### src/rtl/pipe_wb.sv
// pipe_wb: MIPS-style write-back stage register with HI/LO and optional retire counter
// Ports: clk, rst (async, active-low); mem_* = MEM-stage instruction fields and
// hold (freeze WB register); rf_wdata/rf_waddr/rf_wena = regfile write port;
// hi/lo = architectural HI/LO. Define WB_RETIRE_CNT_EN to add retire_cnt.
module pipe_wb (
  input  logic        clk,
  input  logic        rst,
  input  logic        mem_valid,
  input  logic        hold,
  input  logic [31:0] mem_pc4,
  input  logic [31:0] mem_alu_out,
  input  logic [31:0] mem_dmem_out,
  input  logic [4:0]  mem_rf_waddr,
  input  logic        mem_rf_wena,
  input  logic [2:0]  mem_rf_mux_sel,
  input  logic [1:0]  mem_load_size,
  input  logic        mem_load_sign,
  input  logic        mem_hi_wena,
  input  logic        mem_lo_wena,
  input  logic [31:0] mem_hi_wdata,
  input  logic [31:0] mem_lo_wdata,
  output logic [31:0] rf_wdata,
  output logic [4:0]  rf_waddr,
  output logic        rf_wena,
  output logic [31:0] hi,
  output logic [31:0] lo
`ifdef WB_RETIRE_CNT_EN
  ,
  output logic [31:0] retire_cnt
`endif
);
  logic        wb_valid, wb_wena, wb_sign, wb_hi_wena, wb_lo_wena;
  logic [31:0] wb_pc4, wb_alu, wb_dmem, wb_hi_wdata, wb_lo_wdata;
  logic [4:0]  wb_waddr;
  logic [2:0]  wb_sel;
  logic [1:0]  wb_size;
  logic [31:0] lane_word, load_data;
  logic [7:0]  lane_byte;
  logic [15:0] lane_half;

  always_ff @(posedge clk or negedge rst)
    if (!rst) begin
      wb_valid    <= 1'b0;
      wb_pc4      <= '0;
      wb_alu      <= '0;
      wb_dmem     <= '0;
      wb_waddr    <= '0;
      wb_wena     <= 1'b0;
      wb_sel      <= '0;
      wb_size     <= '0;
      wb_sign     <= 1'b0;
      wb_hi_wena  <= 1'b0;
      wb_lo_wena  <= 1'b0;
      wb_hi_wdata <= '0;
      wb_lo_wdata <= '0;
    end else if (!hold) begin
      wb_valid    <= mem_valid;
      wb_pc4      <= mem_pc4;
      wb_alu      <= mem_alu_out;
      wb_dmem     <= mem_dmem_out;
      wb_waddr    <= mem_rf_waddr;
      wb_wena     <= mem_rf_wena;
      wb_sel      <= mem_rf_mux_sel;
      wb_size     <= mem_load_size;
      wb_sign     <= mem_load_sign;
      wb_hi_wena  <= mem_hi_wena;
      wb_lo_wena  <= mem_lo_wena;
      wb_hi_wdata <= mem_hi_wdata;
      wb_lo_wdata <= mem_lo_wdata;
    end

  // HI/LO rewrite every edge the instruction sits in WB, so a held write is idempotent
  always_ff @(posedge clk or negedge rst)
    if (!rst) begin
      hi <= '0;
      lo <= '0;
    end else begin
      if (wb_valid && wb_hi_wena) hi <= wb_hi_wdata;
      if (wb_valid && wb_lo_wena) lo <= wb_lo_wdata;
    end

`ifdef WB_RETIRE_CNT_EN
  // An instruction retires at the edge where WB takes new contents
  always_ff @(posedge clk or negedge rst)
    if (!rst) retire_cnt <= '0;
    else if (!hold && wb_valid) retire_cnt <= retire_cnt + 32'd1;
`endif

  // Little-endian lane extraction
  always_comb begin
    lane_word = wb_dmem >> {wb_alu[1:0], 3'b000};
    lane_byte = lane_word[7:0];
    lane_half = wb_alu[1] ? wb_dmem[31:16] : wb_dmem[15:0];
    load_data = wb_size == 2'b10 ? {{24{wb_sign & lane_byte[7]}}, lane_byte} :
                wb_size == 2'b01 ? {{16{wb_sign & lane_half[15]}}, lane_half} : wb_dmem;
  end

  assign rf_waddr = wb_waddr;
  assign rf_wena  = wb_valid && wb_wena && (wb_waddr != 5'd0);
  assign rf_wdata = wb_sel == 3'd1 ? wb_pc4 :
                    wb_sel == 3'd2 ? hi :
                    wb_sel == 3'd3 ? lo :
                    wb_sel == 3'd4 ? load_data :
                    wb_sel == 3'd5 ? wb_alu : 32'd0;
endmodule
### config.mk
export PLATFORM = sky130hd
export DESIGN_NAME = pipe_wb
export DESIGN_NICKNAME = d
export VERILOG_FILES = /design/src/rtl/pipe_wb.sv
export SDC_FILE = /design/constraint.sdc
export NUM_CORES = 1
export LEC_CHECK = 0
export ABC_AREA = 1
export BUFFER_PORTS_ARGS = -buffer_cell sky130_fd_sc_hd__buf_4
export CAP_MARGIN = 20
export CORE_ASPECT_RATIO = 1.5
export CORE_MARGIN = 1
export CORE_UTILIZATION = 58
export CTS_CLUSTER_SIZE = 24
export DETAILED_ROUTE_END_ITERATION = 7
export PLACE_DENSITY = 0.86
export SLEW_MARGIN = 10
export SYNTH_ARGS = -nofsm -noshare
export SYNTH_HDL_FRONTEND = slang
export SYNTH_SLANG_ARGS = --single-unit
### constraint.sdc
create_clock -name clk -period 2 [get_ports clk]
set_input_delay 0 -clock clk [delete_from_list [all_inputs] [get_ports clk]]
set_output_delay 0 -clock clk [all_outputs]
set_load 0.03 [all_outputs]
==> impl_metrics.py, run 1 <==
metrics = {
    "logic_synthesis": {
        "seq_area_frac_synth": 0.537,
        "synthAdderAreaFrac": 0,
        "yosysTopAreaCellShare": 0.537,
        "synth_top_family_by_area": "simple AND/OR/NAND/NOR gates",
        "avgSynthCellArea_um2": 8.69,
        "syn_area_um2": 11100,
        "synthSimpleGateAreaFrac": 0.209,
        "synth.distinct_cells": 31,
        "yosys_register_bits": 239,
        "async_flop_share": 1.00,
        "syn_nets": 1461,
        "synth.largest_area_cell": "dfrtp_1",
        "synth-main-ff-cell": "dfrtp_1",
        "yosys_warnings": 0,
        "synth_area_leaders": "dfrtp_1 54%, nand2_1 11%, mux2_2 8.7%, a21oi_1 4.4%, inv_1 4.2%",
        "synth_edf_count": 0,
        "syn_inst": 1283,
        "synth_xor_area_frac": 0,
        "muxShareOfSynthArea": 0.0869,
        "synth_compound_area_frac": 0.0907,
    },
    "grt": {
        "grt_max_degree": 70,
        "gr-total-overflow": 18,
        "grtUsageTotal": 0.755,
    },
    "floorplanning": {
        "die_x_um": 115,
        "start_util": 0.596,
        "rows": 61,
        "die_y_um": 172,
        "io_pins": 280,
    },
    "placed_design": {
        "place_hpwl_um": 25500,
        "io_buffers": 279,
        "gp_congestion": 0.975,
    },
    "status": {
        "error": "[ERROR GRT-0232] Routing congestion too high. Check the congestion heatmap in the GUI.",
        "failing_step": "global routing",
        "status": "stopped before the end",
    },
    "clock_network": {
        "clockBufferDepth": 3,
        "cts_root_buf": "clkbuf_16",
        "cts_max_level": 1,
        "cts_sinks": 239,
        "cts_buffers": 23,
    },
    "timing": {
        "worst_path_end_type": "primary output",
        "grt_repair_worst_endpoint": "rf_wdata[27]",
    },
}
-- routing by layer --
metal,overflow,track usage
met5,0,0.269
met4,10,0.809
met3,0,0.604
met2,7,0.922
met1,1,0.728
-- Yosys cell counts (23+ instances only) --
| library cell | n |
|---|---|
| nand2_1 | 333 |
| dfrtp_1 | 239 |
| inv_1 | 125 |
| nor2_1 | 109 |
| a21oi_1 | 97 |
| mux2_2 | 86 |
| o21ai_0 | 80 |
| nand3_1 | 60 |
| buf_2 | 35 |
| nor3_1 | 32 |
| clkbuf_1 | 23 |
-- through the flow --
step                setup TNS (ns)  area, um2  setup slack [ns]   util  cells
detailed placement               0      13600             0.197  0.728   1774
global placement                 0      13600             0.264  0.728   1774
floorplan                        0      11100             0.520      -   1283
CTS                          -1.17      17100           -0.0734  0.914   2049
-- cells by family after synthesis --
kind of cell,count (synthesis)
AND/OR/NAND/NOR,561
flip-flops,239
buffers and inverters,204
AO/OA/AOI/OAI,193
multiplexers,86
-- repair_timing --
action                                  CTS
resized for setup                        90
endpoints found under the setup margin   32
gates cloned                              6
setup buffers                            26
hold buffers                            202
pin swaps                                22
endpoints found under the hold margin   414
==> run 2: changes to the inputs <==
--- a/config.mk
+++ b/config.mk
@@ -8,12 +8,10 @@
 export ABC_AREA = 1
 export BUFFER_PORTS_ARGS = -buffer_cell sky130_fd_sc_hd__buf_4
 export CAP_MARGIN = 20
-export CORE_ASPECT_RATIO = 1.5
 export CORE_MARGIN = 1
-export CORE_UTILIZATION = 58
-export CTS_CLUSTER_SIZE = 24
+export CORE_UTILIZATION = 40
 export DETAILED_ROUTE_END_ITERATION = 7
-export PLACE_DENSITY = 0.86
+export PLACE_DENSITY_LB_ADDON = 0.15
 export SLEW_MARGIN = 10
 export SYNTH_ARGS = -nofsm -noshare
 export SYNTH_HDL_FRONTEND = slang
==> impl_metrics.py, run 2 <==
metrics = {
    "status": {
        "status": "complete, but fails checks",
        "violations": "setup timing",
    },
    "logic_synthesis": {
        "synth.distinct_cells": 31,
        "synth_edf_count": 0,
        "yosys_warnings": 0,
        "yosysMostFrequentCell": "nand2_1",
        "synth_area_leaders": "dfrtp_1 54%, nand2_1 11%, mux2_2 8.7%, a21oi_1 4.4%, inv_1 4.2%",
        "syn_area_um2": 11100,
        "synth.largest_area_cell": "dfrtp_1",
        "yosysTopAreaCellShare": 0.537,
        "syn_nets": 1461,
        "syn_inst": 1283,
        "synthTopCellsByCount": "333 x nand2_1, 239 x dfrtp_1, 125 x inv_1",
        "seq_area_frac_synth": 0.537,
        "async_flop_share": 1.00,
        "avgSynthCellArea_um2": 8.69,
        "synth-main-ff-cell": "dfrtp_1",
        "yosys_register_bits": 239,
    },
    "pwr": {
        "p_total_uw": 16300,
        "ir_worst_vdd_v": 0.000528,
        "p_leak_uw": 0.00892,
        "p_per_area_nw_per_um2": 898,
    },
    "cells_and_area": {
        "fin_nets": 1966,
        "post-route-cell-area_um2": 18100,
        "final_cells": 2180,
        "final_cell_mix": "276 x buf_4, 236 x nand2_1, 235 x dfrtp_1, 185 x dlygate4sd3_1, 109 x inv_1",
        "area_growth_pct": 62.6,
        "final_common_cell": "buf_4",
        "drive_gt1_frac": 0.384,
        "final_core_util": 0.667,
    },
    "timing": {
        "hold_viol": 0,
        "setup_viol": 32,
        "slew_violations": 0,
        "max_freq_ghz": 0.463,
        "tns_ns": -2.84,
        "finalCritPeriodShare": 1.08,
        "layout_setup_ws_ns": -0.158,
        "fin_skew_ns": 0.00743,
        "rsz0062_at_grt": "yes",
        "maxSlewHeadroom": 0.618,
        "tightest_slew_ns": 0.573,
        "fin_crit_ns": 2.16,
    },
    "drt": {
        "routed_via_density": 4.91,
        "final_antenna_net_count": 0,
        "firstDrtPassIters": 5,
        "vias": 10700,
        "wl_per_cell_um": 17.9,
        "wl_um": 39100,
        "drcViolationCount": 0,
        "drt_iter0_drc": 652,
    },
    "grt": {
        "grtUsageTotal": 0.273,
        "grt_pass1_wl_um": 60000,
        "gr-total-overflow": 0,
        "grt_max_degree": 66,
        "grt_pass1_vias": 10800,
        "antenna_found_initial": 1,
    },
    "worst_hold_path": {
        "worst_hold_path_type": "input port to register",
        "min_path_cells": 2,
    },
    "clock_network": {
        "cts_root_buf": "clkbuf_16",
        "cts_max_level": 1,
        "clockBufferDepth": 3,
        "cts_sinks": 239,
        "cts_buffers": 27,
        "cts_tree": "built",
        "clk_pin_slew_ns": 0.06,
        "insertion_delay_ns": 0.54,
    },
    "placed_design": {
        "io_buffers": 279,
        "place_inst": 1902,
        "gp_congestion": 0.864,
        "place_hpwl_um": 25100,
        "dpl_cell_area_um2": 13800,
    },
    "setup_path": {
        "end_kind": "output port",
        "worstPathMaxFanout": 8,
        "critPathLaunchType": "register",
        "critPathArrivalTime_ns": 2.16,
        "r2r.worst_path.cells": 4,
        "ff2ff_setup_slack_ns": 0.62,
        "critPathRequiredTime_ns": 2.00,
        "crit_type": "register to output port",
    },
    "floorplanning": {
        "rows": 60,
        "start_util": 0.410,
        "die_x_um": 169,
        "coreArea_um2": 27200,
        "die_y_um": 169,
        "die-area_um2": 28500,
        "io_pins": 280,
    },
    "flow_run": {
        "cap_violations": 0,
    },
}
==> run 2: cell counts after synthesis <==
Identical to the previous run, type by type.
==> run 2: logic make-up (layout without fill, tap and decap cells) <==
logic type | count (synthesis) | in the layout | synth area share
AOI/OAI and AO/OA | 193 | 193 | 0.0907
buffers and inverters | 204 | 726 | 0.0762
DFF | 239 | 239 | 0.537
muxes | 86 | 86 | 0.0869
other | 0 | 1 | 0
and+or+nand+nor | 561 | 563 | 0.209
==> run 2: metal layers <==
| layer | vias up | share of wire | GRT usage |
|---|---|---|---|
| met3 | 91 | 0.055 | 0.0442 |
| met1 | 5139 | 0.44 | 0.371 |
| met5 | - | 0 | 0 |
| met2 | 352 | 0.47 | 0.447 |
| li1 | 5117 | - | - |
| met4 | 0 | 0.031 | 0.0889 |
==> run 2: final timing paths <==
path,startpoint,end
min reg2reg,wb_pc4[11],wb_pc4[11]
min,hold,wb_hi_wdata[31]
min in group asynchronous,rst,wb_alu[0]
max,wb_size[1],rf_wdata[19]
max in group asynchronous,rst,lo[28]
max reg2reg,wb_valid,hi[21]
==> run 2: critical path, cell delays in order, from the launching register on <==
cell     delay (ns)
dfrtp_1        0.39
buf_6          0.13
nor2_4         0.17
buf_12         0.14
nand3_4        0.17
nand2_1        0.11
inv_1          0.05
nand2_1        0.06
nand2_1        0.05
nand2_1        0.07
nand2_1        0.07
nand3_2        0.08
buf_6          0.13
==> run 2: layout make-up <==
cell class | count | area, um2
Inverter | 131 | 514
Fill cell | 2211 | 9060
Multi-Input combinational cell | 842 | 5090
Clock buffer | 39 | 791
Clock inverter | 9 | 151
Timing Repair Buffer | 545 | 5110
Sequential cell | 239 | 5990
Tap cell | 372 | 465
Timing Repair inverter | 2 | 10.0
Antenna cell | 1 | 2.50
==> run 2: repair_timing <==
action                     CTS  global route
gates resized for setup    186           110
pin swaps                   48            55
setup endpoints to repair   32            32
gates cloned                10             3
hold buffers               186             0
hold endpoints to repair   414             0
buffers inserted            28             4
==> run 2: per-stage QoR <==
| stage | setup slack (ns) | hold WS (ns) |
|---|---|---|
| 2_1_floorplan | 0.520 | -0.296 |
| 4_1_cts | -0.118 | 0.000202 |
| 6_report | -0.158 | 0.0150 |
| 3_3_place_gp | 0.230 | -0.0919 |
| 3_5_place_dp | 0.170 | -0.0973 |
| 5_1_grt | -0.241 | 0.0207 |
==> run 2: where the power goes <==
part           total [uW]  switching [uW]  internal [uW]
combinational        4870            2760           2110
sequential           6150             649           5500
clock                5250            2010           3240
total               16300            5420          10800
Power figures use the tool's default switching activity.
==> run 3: changes to the inputs <==
--- a/config.mk
+++ b/config.mk
@@ -8,10 +8,12 @@
 export ABC_AREA = 1
 export BUFFER_PORTS_ARGS = -buffer_cell sky130_fd_sc_hd__buf_4
 export CAP_MARGIN = 20
+export CORE_ASPECT_RATIO = 0.5
 export CORE_MARGIN = 1
 export CORE_UTILIZATION = 40
 export DETAILED_ROUTE_END_ITERATION = 7
 export PLACE_DENSITY_LB_ADDON = 0.15
+export RECOVER_POWER = 50
 export SLEW_MARGIN = 10
 export SYNTH_ARGS = -nofsm -noshare
 export SYNTH_HDL_FRONTEND = slang
==> impl_metrics.py, run 3 (synthesis results as in run 2) <==
metrics = {
    "status": {
        "status": "complete, but fails checks",
        "violations": "setup timing",
    },
    "drt": {
        "drcViolationCount": 0,
        "drt_iter0_drc": 981,
        "firstDrtPassIters": 6,
        "final_antenna_net_count": 0,
        "routed_via_density": 4.96,
        "wl_met3_um": 2100,
        "wl_um": 39800,
        "met1_length_um": 17800,
        "top_layer": "met4",
        "wl_met2_um": 18600,
        "vias": 10700,
        "wl_per_cell_um": 18.5,
    },
    "cells_and_area": {
        "post-route-cell-area_um2": 17400,
        "final_cell_mix": "269 x buf_4, 253 x nand2_1, 236 x dfrtp_1, 176 x dlygate4sd3_1, 119 x inv_1",
        "final_common_cell": "buf_4",
        "n_fill_cell": 2251,
        "area_growth_pct": 56.5,
        "drive_gt1_frac": 0.355,
        "fin_nets": 1937,
    },
    "worst_hold_path": {
        "min_path_cells": 2,
        "worst_hold_path_type": "input port to register",
        "hold_path.startpoint": "hold",
        "min_to": "wb_lo_wdata[8]",
    },
    "timing": {
        "fin_crit_ns": 2.22,
        "tns_ns": -4.05,
        "fin_skew_ns": 0.0137,
        "layout_setup_ws_ns": -0.220,
        "tightest_slew_ns": 1.44,
        "rsz0062_at_grt": "yes",
        "slew_violations": 0,
        "max_freq_ghz": 0.451,
        "maxSlewHeadroom": 0.0394,
        "finalCritPeriodShare": 1.11,
        "holdWs_ns": 0.0398,
        "hold_viol": 0,
        "setup_viol": 32,
    },
    "clock_network": {
        "cts_root_buf": "clkbuf_16",
        "clockBufferDepth": 3,
        "cts_tree": "built",
        "clk_pin_slew_ns": 0.07,
        "cts_max_level": 1,
        "cts_buffers": 23,
        "cts_sinks": 239,
        "insertion_delay_ns": 0.55,
    },
    "setup_path": {
        "end_kind": "output port",
        "ff2ff_setup_slack_ns": 0.64,
        "critPathLaunchType": "register",
        "crit_path_start": "wb_sel[1]",
        "critPathRequiredTime_ns": 2.00,
        "worstPathMaxFanout": 14,
        "crit_type": "register to output port",
        "critPathArrivalTime_ns": 2.22,
        "r2r_start": "wb_valid",
        "r2r_end": "hi[28]",
        "r2r.worst_path.cells": 3,
    },
    "grt": {
        "gr-total-overflow": 0,
        "antenna_found_initial": 2,
        "grtUsageTotal": 0.277,
        "grt_max_degree": 65,
        "grt_pass1_wl_um": 60600,
        "grt_pass1_vias": 10900,
    },
    "floorplanning": {
        "io_pins": 280,
        "die_y_um": 120,
        "coreArea_um2": 26900,
        "rows": 42,
        "die_x_um": 238,
        "start_util": 0.414,
        "die-area_um2": 28600,
    },
    "placed_design": {
        "gp_congestion": 0.925,
        "dpl_cell_area_um2": 13700,
        "io_buffers": 279,
        "place_hpwl_um": 26700,
        "dpl_worst_slack_ns": 0.142,
    },
    "pwr": {
        "p_total_uw": 15500,
        "p_per_area_nw_per_um2": 889,
        "ir_worst_vdd_v": 0.000592,
        "p_leak_uw": 0.00863,
    },
    "flow_run": {
        "cap_violations": 0,
    },
}
[run 3: cell type report]
cell class	instances	area, um2	share of cell area
antenna	2	5.00	0.000287
clock buffer	31	666	0.0382
clock inverter	8	114	0.00653
inverter	131	509	0.0292
multi-input combinational	842	4900	0.281
sequential	239	5980	0.343
tap	374	468	0.0268
timing repair buffer	521	4780	0.274
timing repair inverter	1	11.3	0.000646
[run 3: metal layers]
layer / global-route usage / vias to the layer above
met5: 0 / -
met4: 0.0954 / 0
met3: 0.0492 / 88
met2: 0.439 / 322
met1: 0.384 / 5189
li1: - / 5057
[run 3: stage by stage]
step / utilization / std cells
floorplan: - / 1283
global placement: 0.511 / 1895
detailed placement: 0.511 / 1895
CTS: 0.636 / 2141
global route: 0.648 / 2149
finish: 0.648 / 2149
[run 3: worst max-delay path by stage]
| stage | slack, ns | cells past startpoint | end |
|---|---|---|---|
| after floorplan | 0.52 | 13 | rf_wdata[19] |
| after global placement | 0.17 | 11 | rf_wdata[10] |
| after CTS | -0.18 | 9 | rf_wdata[0] |
| after detailed placement | 0.14 | 9 | rf_wdata[6] |
| final | -0.22 | 9 | rf_wdata[28] |
| after global routing | -0.28 | 11 | rf_wdata[17] |
[run 3: worst max-delay path: stages, from the launching register on]
cell and delay, ns:
dfrtp_2 0.47, nand2_4 0.13, nor2_4 0.07, buf_12 0.13, inv_8 0.10, nor2_1 0.06, nor3_1 0.37, nand2_1 0.12
nand2_1 0.10, buf_6 0.13
[run 3: report_power, final]
group	total [uW]	switching [uW]	internal, uW
combinational	4750	2750	2010
clock	4620	2010	2610
sequential	6130	642	5490
total	15500	5400	10100
[run 3: timing repair]
action	in CTS	in global routing
pin swaps	38	35
setup buffers	24	4
hold buffers	177	0
cloned	6	2
resized for setup	139	102
hold endpoints to repair	414	0
endpoints found under the setup margin	32	32
==> run 4: changes to the inputs <==
--- a/config.mk
+++ b/config.mk
@@ -5,9 +5,10 @@
 export SDC_FILE = /design/constraint.sdc
 export NUM_CORES = 1
 export LEC_CHECK = 0
-export ABC_AREA = 1
 export BUFFER_PORTS_ARGS = -buffer_cell sky130_fd_sc_hd__buf_4
 export CAP_MARGIN = 20
+export CELL_PAD_IN_SITES_DETAIL_PLACEMENT = 1
+export CELL_PAD_IN_SITES_GLOBAL_PLACEMENT = 1
 export CORE_ASPECT_RATIO = 0.5
 export CORE_MARGIN = 1
 export CORE_UTILIZATION = 40
==> impl_metrics.py, run 4 <==
metrics = {
    "status": {
        "status": "complete, but fails checks",
        "violations": "setup timing",
    },
    "timing": {
        "finalCritPeriodShare": 1.16,
        "slew_violations": 0,
        "fin_skew_ns": 0.0152,
        "rsz0062_at_grt": "yes",
        "hold_viol": 0,
        "tightest_slew_ns": 1.19,
        "layout_setup_ws_ns": -0.325,
        "holdWs_ns": 0.175,
        "max_freq_ghz": 0.430,
        "fin_crit_ns": 2.33,
        "maxSlewHeadroom": 0.208,
        "setup_viol": 32,
    },
    "grt": {
        "grt_max_degree": 77,
        "antenna_found_initial": 1,
        "grtUsageTotal": 0.321,
        "grt_pass1_vias": 11100,
        "grt_pass1_wl_um": 68900,
        "gr-total-overflow": 0,
    },
    "setup_path": {
        "end_kind": "output port",
        "cpPeakStageDelay_ns": 0.49,
        "cp.depth": 5,
        "cp_top_family": "compound AO/OA/AOI/OAI gates",
        "critPathArrivalTime_ns": 2.33,
        "critPathRequiredTime_ns": 2.00,
        "ff2ff_setup_slack_ns": 0.56,
        "r2r_start": "wb_alu[14]",
        "crit_buf_inv": 1,
        "r2r.worst_path.cells": 2,
        "critPathLaunchType": "register",
        "crit_type": "register to output port",
        "r2r_end": "wb_alu[14]",
        "worst_path_max_delay_cell": "dfrtp_2",
        "worstPathMaxFanout": 7,
        "crit_chain": "mux2_4, a221oi_4, o211a_1, o22ai_2, buf_6",
    },
    "pwr": {
        "ir_worst_vdd_v": 0.000729,
        "p_leak_uw": 0.00796,
        "p_per_area_nw_per_um2": 962,
        "p_total_uw": 17400,
    },
    "drt": {
        "wl_um": 48600,
        "drcViolationCount": 0,
        "final_antenna_net_count": 0,
        "wl_per_cell_um": 27.3,
        "routed_via_density": 5.62,
        "vias": 10000,
        "firstDrtPassIters": 5,
        "drt_iter0_drc": 817,
    },
    "logic_synthesis": {
        "synth_compound_area_frac": 0.105,
        "synthTopCellsByCount": "240 x mux2_2, 239 x dfrtp_1, 36 x mux2i_1",
        "seq_area_frac_synth": 0.529,
        "synth_xor_area_frac": 0.000774,
        "syn_inst": 849,
        "async_flop_share": 1.00,
        "syn_nets": 1027,
        "synth_edf_count": 0,
        "synth.largest_area_cell": "dfrtp_1",
        "synth.distinct_cells": 51,
        "muxShareOfSynthArea": 0.278,
        "yosysTopAreaCellShare": 0.529,
        "yosysMostFrequentCell": "mux2_2",
        "synthAdderAreaFrac": 0,
        "synth-main-ff-cell": "dfrtp_1",
        "synth_area_leaders": "dfrtp_1 53%, mux2_2 24%, mux2i_1 3.2%, a211oi_1 1.5%, buf_2 1.5%",
        "yosys_warnings": 0,
        "avgSynthCellArea_um2": 13.3,
        "syn_area_um2": 11300,
        "synthSimpleGateAreaFrac": 0.0558,
        "yosys_register_bits": 239,
        "synth_top_family_by_area": "multiplexers",
    },
    "placed_design": {
        "gp_congestion": 0.864,
        "io_buffers": 279,
        "place_hpwl_um": 26700,
    },
    "clock_network": {
        "clockBufferDepth": 3,
        "cts_tree": "built",
        "cts_buffers": 24,
        "clk_pin_slew_ns": 0.08,
        "insertion_delay_ns": 0.56,
        "cts_max_level": 1,
        "cts_sinks": 239,
        "cts_root_buf": "clkbuf_16",
    },
    "cells_and_area": {
        "final_common_cell": "buf_4",
        "fin_nets": 1558,
        "drive_gt1_frac": 0.550,
        "n_fill_cell": 2677,
        "area_growth_pct": 60.1,
        "final_cell_mix": "307 x buf_4, 234 x mux2_2, 233 x dfrtp_1, 204 x dlygate4sd3_1, 40 x buf_6",
    },
    "floorplanning": {
        "die_x_um": 240,
        "coreArea_um2": 27800,
        "io_pins": 280,
        "start_util": 0.407,
        "die-area_um2": 29000,
        "rows": 43,
        "die_y_um": 121,
    },
    "worst_hold_path": {
        "min_path_cells": 3,
        "hold_path.startpoint": "hold",
        "min_to": "wb_alu[4]",
        "worst_hold_path_type": "input port to register",
    },
    "flow_run": {
        "cap_violations": 0,
    },
}
## run 4: routing by layer
metal | share of wire | track usage
met1 | 0.41 | 0.403
met2 | 0.50 | 0.553
met3 | 0.054 | 0.0619
met4 | 0.039 | 0.117
met5 | 0 | 0
## run 4: worst max-delay path by stage
stage | startpoint | end | slack (ns)
after floorplan | wb_sel[1] | rf_wdata[17] | -0.01
after global placement | wb_sel[1] | rf_wdata[7] | 0.07
after detailed placement | wb_sel[1] | rf_wdata[7] | -0.008
after CTS | wb_alu[1] | rf_wdata[15] | -0.29
after global routing | wb_alu[1] | rf_wdata[15] | -0.35
final | wb_alu[1] | rf_wdata[15] | -0.33
## run 4: where the power goes
group          leakage (uW)  internal, uW  switching [uW]
Clock              0.000400          2670            2180
Sequential          0.00279          5570             784
Combinational       0.00476          2870            3350
## run 4: worst min-delay path, stage by stage
cell	delay (ns)
buf_6	0.21
buf_12	0.23
mux2_2	0.25
## run 4: through the flow
step	utilization	TNS (ns)	cells	cell area [um2]	setup WS, ns
2_1_floorplan	-	-0.0867	849	11300	-0.0144
3_5_place_dp	0.509	-0.00785	1501	14100	-0.00785
4_1_cts	0.639	-7.58	1772	17700	-0.289
3_3_place_gp	0.509	0	1501	14100	0.0692
6_report	0.652	-8.46	1782	18100	-0.325
5_1_grt	0.652	-9.84	1782	18100	-0.354
## run 4: logic make-up (layout without fill, tap and decap cells)
group	after synthesis	count (layout)
compound gates	140	140
xor+xnor	1	1
buf+inv	74	622
flops	239	239
mux	280	280
other cells	0	2
simple gates	115	116
## run 4: area by class of cell
| class | count | area [um2] | share of cell area |
|---|---|---|---|
| timing repair buffer | 571 | 5140 | 0.284 |
| clock buffer | 36 | 726 | 0.0401 |
| antenna | 2 | 5.00 | 0.000276 |
| sequential | 239 | 5990 | 0.331 |
| inverter | 7 | 26.3 | 0.00145 |
| multi-input combinational | 537 | 5650 | 0.312 |
| clock inverter | 8 | 90.1 | 0.00498 |
| tap | 382 | 478 | 0.0264 |
## run 4: timing repair
| action | in CTS | in global routing |
|---|---|---|
| buffers inserted | 18 | 7 |
| gates resized for setup | 119 | 65 |
| hold buffers | 204 | 0 |
| setup endpoints to repair | 32 | 32 |
| hold endpoints to repair | 414 | 0 |
| pin swaps | 33 | 32 |
| cloned | 5 | 2 |
